$ cat src/rtl/seq_multiplier32.sv
// Unsigned 32x32->64 shift-add multiplier built around one 32-bit ripple adder.
// One operation in flight; valid/ready handshake on both operand and product sides.

module adder32bit (
    input  logic [31:0] a_i,
    input  logic [31:0] b_i,
    input  logic        cin_i,
    output logic [31:0] res_o,
    output logic        cout_o
);
    assign {cout_o, res_o} = {1'b0, a_i} + {1'b0, b_i} + {32'd0, cin_i};
endmodule

module seq_multiplier32 #(
    parameter int WIDTH = 32,
    parameter int CNT_W = 5
) (
    input  logic                 clk,
    input  logic                 rst_n,
    input  logic                 in_valid,
    output logic                 in_ready,
    input  logic [WIDTH-1:0]     a,
    input  logic [WIDTH-1:0]     b,
    output logic                 out_valid,
    input  logic                 out_ready,
    output logic [2*WIDTH-1:0]   product
);
    typedef enum logic [1:0] {
        IDLE = 2'd0,
        CALC = 2'd1,
        DONE = 2'd2
    } state_t;

    localparam logic [CNT_W-1:0] CNT_LAST = CNT_W'(WIDTH - 1);
    localparam logic [CNT_W-1:0] CNT_ONE  = CNT_W'(1);

    state_t                state_q;
    logic [WIDTH-1:0]      m_q;
    logic [WIDTH-1:0]      acc_q;
    logic [WIDTH-1:0]      q_q;
    logic [CNT_W-1:0]      cnt_q;
    logic [2*WIDTH-1:0]    product_q;
    logic                  out_valid_q;

    logic [WIDTH-1:0]      addend_s;
    logic [WIDTH-1:0]      sum_s;
    logic                  cout_s;

    assign addend_s = q_q[0] ? m_q : {WIDTH{1'b0}};

    adder32bit u_adder (
        .a_i    (acc_q),
        .b_i    (addend_s),
        .cin_i  (1'b0),
        .res_o  (sum_s),
        .cout_o (cout_s)
    );

    assign in_ready  = (state_q == IDLE) && rst_n;
    assign out_valid = out_valid_q;
    assign product   = product_q;

    // Multiplier FSM: operand capture, one shift-add iteration per cycle, product hold.
    // The carry bit C is consumed in the same edge it is produced; after the right
    // shift it is always zero, so it is never stored as a separate register.
    always_ff @(posedge clk) begin
        if (!rst_n) begin
            state_q     <= IDLE;
            m_q         <= {WIDTH{1'b0}};
            acc_q       <= {WIDTH{1'b0}};
            q_q         <= {WIDTH{1'b0}};
            cnt_q       <= {CNT_W{1'b0}};
            product_q   <= {(2*WIDTH){1'b0}};
            out_valid_q <= 1'b0;
        end else begin
            case (state_q)
                IDLE: begin
                    if (in_valid) begin
                        m_q     <= a;
                        q_q     <= b;
                        acc_q   <= {WIDTH{1'b0}};
                        cnt_q   <= {CNT_W{1'b0}};
                        state_q <= CALC;
                    end else begin
                        state_q <= IDLE;
                    end
                end
                CALC: begin
                    acc_q <= {cout_s, sum_s[WIDTH-1:1]};
                    q_q   <= {sum_s[0], q_q[WIDTH-1:1]};
                    cnt_q <= cnt_q + CNT_ONE;
                    if (cnt_q == CNT_LAST) begin
                        product_q   <= {cout_s, sum_s, q_q[WIDTH-1:1]};
                        out_valid_q <= 1'b1;
                        state_q     <= DONE;
                    end else begin
                        state_q <= CALC;
                    end
                end
                DONE: begin
                    if (out_ready) begin
                        out_valid_q <= 1'b0;
                        state_q     <= IDLE;
                    end else begin
                        state_q <= DONE;
                    end
                end
                default: begin
                    out_valid_q <= 1'b0;
                    state_q     <= IDLE;
                end
            endcase
        end
    end
endmodule

$ cat config.mk
export PLATFORM = sky130hd
export DESIGN_NAME = seq_multiplier32
export DESIGN_NICKNAME = d
export VERILOG_FILES = /design/src/rtl/seq_multiplier32.sv
export SDC_FILE = /design/constraint.sdc
export NUM_CORES = 1
export LEC_CHECK = 0
export CAP_MARGIN = 0
export CORE_MARGIN = 8
export CORE_UTILIZATION = 45
export CTS_CLUSTER_SIZE = 25
export DETAILED_ROUTE_END_ITERATION = 7
export PLACE_DENSITY = 0.69
export SETUP_SLACK_MARGIN = 0.02
export SKIP_LAST_GASP = 1
export SLEW_MARGIN = 5
export SYNTH_ARGS = -nofsm -noshare
export SYNTH_HDL_FRONTEND = slang
export SYNTH_SLANG_ARGS = --single-unit
$ cat constraint.sdc
create_clock -name clk -period 4.2 [get_ports clk]
set_input_delay 0.42 -clock clk [delete_from_list [all_inputs] [get_ports clk]]
set_output_delay 0.42 -clock clk [all_outputs]
set_load 0.05 [all_outputs]
==> reports/metrics.cfg <==
[run_status]
status = complete, no violations

[cts]
clkSinkCount = 168
cts-hold-fix-buffers = 0
cts_buffers = 17
cts_tree = built
cts_buffer_depth = 2
clkTransAtPathRegs_ps = 60
cts_resized = 0
postCtsSetupRepairBufs = 0
clk_latency_ps = 430
htree_levels = 4
clockRootBuffer = clkbuf_16

[setup_path]
r2r-end = product[61]
cp.required_ps = 4570
crit_path_start = q_q[0]
r2r-start = q_q[0]
cp-end-kind = flip-flop
path_max_fanout = 9
startpoint_type = flip-flop
critPathKind = reg2reg
rrSetupSlack_ps = 870
arrival_ps = 3690
rr_worst_depth = 12

[min_path]
hold-path-cell-count = 1
worstHoldStart = cnt_q[3]
hp-class = reg2reg
holdPathEnd = cnt_q[3]

[floorplanning]
num_rows = 49
coreArea_um2 = 18000
initial_core_util = 0.460
die_y_um = 152
io_pins = 134
fp.dieW_um = 152
die_area_um2 = 23000

[cells_and_area]
area_growth_pct = 24.2
nNetsFinal = 1216
drive_gt1_frac = 0.0471
fillerInstances = 1678

[logic_synthesis]
synthFlopType = dfxtp_1
syn_inst = 1023
ys_seq_area_frac = 0.406
yosysMostFrequentCell = nand2_1
synthTopCellsByCount = nand2_1 (279), dfxtp_1 (168), a21boi_0 (94)
syn_avg_cell_area_um2 = 8.11
async_flop_share = 0
yosys.cell_types.count = 56
synth_edf_count = 0
netlist_top_cells_area = dfxtp_1 (41%), nand2_1 (13%), a21boi_0 (8.5%)
ys_ff_latch = 168
synth_area_um2 = 8290
yosys_warnings = 0
syn-num-nets = 1126
yosys.area.top_type = dfxtp_1
synth_top_area_share = 0.406

[power_and_ir_drop]
power_density_nw_per_um2 = 347
p_leak_nw = 4.21
irDropWorstVdd_uv = 277
power.total_mw = 3.58

[detailed_routing]
dr.pass1.iters = 5
viasPerCell = 5.38
num_vias = 7300
drt-initial-drc-count = 339
wl_um = 22000
ant_nets = 0
drt-wirelength-per-cell_um = 16.2
drc_errors = 0

[global_route]
grt_pass1_wl_um = 35500
antenna_found_initial = 1
grt_max_degree = 79
gr-total-overflow = 0
first_global_vias = 7003
grt_usage = 0.192

[sta]
maxSlewHeadroom = 0.337
fin_crit_ps = 3330
setup_violations = 0
hold_viol_final = 0
worst_clock_skew_ps = 8.32
rsz0062_at_grt = false
maxSlewViolCount = 0
tns_ps = 0
min_period_over_period = 0.792
tightest_slew_ps = 992
fmax_mhz = 301

[job]
maxCapViolCount = 0

[place]
place_congestion = 0.871
io_buffers = 133
post-dp-hpwl_um = 14900

[layer usage]
metal | up-vias | part of all wire | global-route usage
met5 | - | 0 | 0
li1 | 3700 | - | -
met1 | 3370 | 0.46 | 0.250
met2 | 196 | 0.45 | 0.294
met3 | 34 | 0.075 | 0.0567
met4 | 0 | 0.020 | 0.0745
[logic make-up (layout without fill, tap and decap cells)]
logic type	Yosys count	count (layout)	share of synthesized area
xor gates and xnor gates	28	28	0.0296
adders and majority gates	35	35	0.0537
muxes	1	1	0.00121
other	0	1	0
DFF	168	168	0.406
and+or+nand+nor	443	443	0.235
buffers and inverters	78	181	0.0356
AOI/OAI and AO/OA	270	270	0.239
[cells in the final DEF (no fill, tap or decap), drive strengths merged, types with 11 or more instances in the layout]
master	n
nand2	279
dfxtp	168
clkdlybuf4s50	132
a21boi	94
nand3	64
o21ai	47
and2	41
o211a	35
a21oi	35
ha	34
nor2	23
clkbuf	19
xnor2	17
a21o	15
nand4	11
xor2	11
buf	11
[area by class of cell]
class	instances	area [um^2]	share of cell area
clock inverter	13	146	0.0142
timing repair buffer	143	1400	0.136
sequential	168	3360	0.326
antenna	1	2.50	0.000243
inverter	6	22.5	0.00219
clock buffer	19	433	0.0420
multi-input combinational	777	4640	0.451
tap	229	287	0.0278
[state kept, by name, indices dropped and copies added (netlist names)]
register / cells
cnt_q: 5
product: 64
out_valid: 1
q_q: 32
m_q: 32
state_q: 2
acc_q: 32
[worst max-delay path, stage by stage (launching register included)]
cell      delay (ps)
dfxtp_1          510
and2_1           180
ha_1             170
inv_1             60
fa_1             390
and2b_1          250
o31ai_1          100
a2111o_1         440
a21oi_2          200
o31a_4           230
a41oi_4          130
or4b_1           520
nand3_1           80
[worst max-delay path by stage]
stage	to
floorplan	product[61]
global placement	product[61]
detailed placement	product[61]
CTS	product[61]
global route	product[63]
finish	product[61]
[through the flow]
stage                util  hold WS (ps)  setup WS (ps)  instance area [um^2]  std cells
floorplan               -           415           1310                  8290       1023
global placement    0.539           438            943                  9720       1323
detailed placement  0.539           437            891                  9720       1323
CTS                 0.571           445            883                 10300       1355
global route        0.571           455            659                 10300       1356
finish              0.571           448            874                 10300       1356
[power by group]
group | internal [mW] | leakage, nW | switching (mW)
Sequential | 1.65 | 1.37 | 0.0399
Combinational | 0.147 | 2.57 | 0.177
Clock | 0.882 | 0.271 | 0.685
Power figures use the tool's default switching activity.
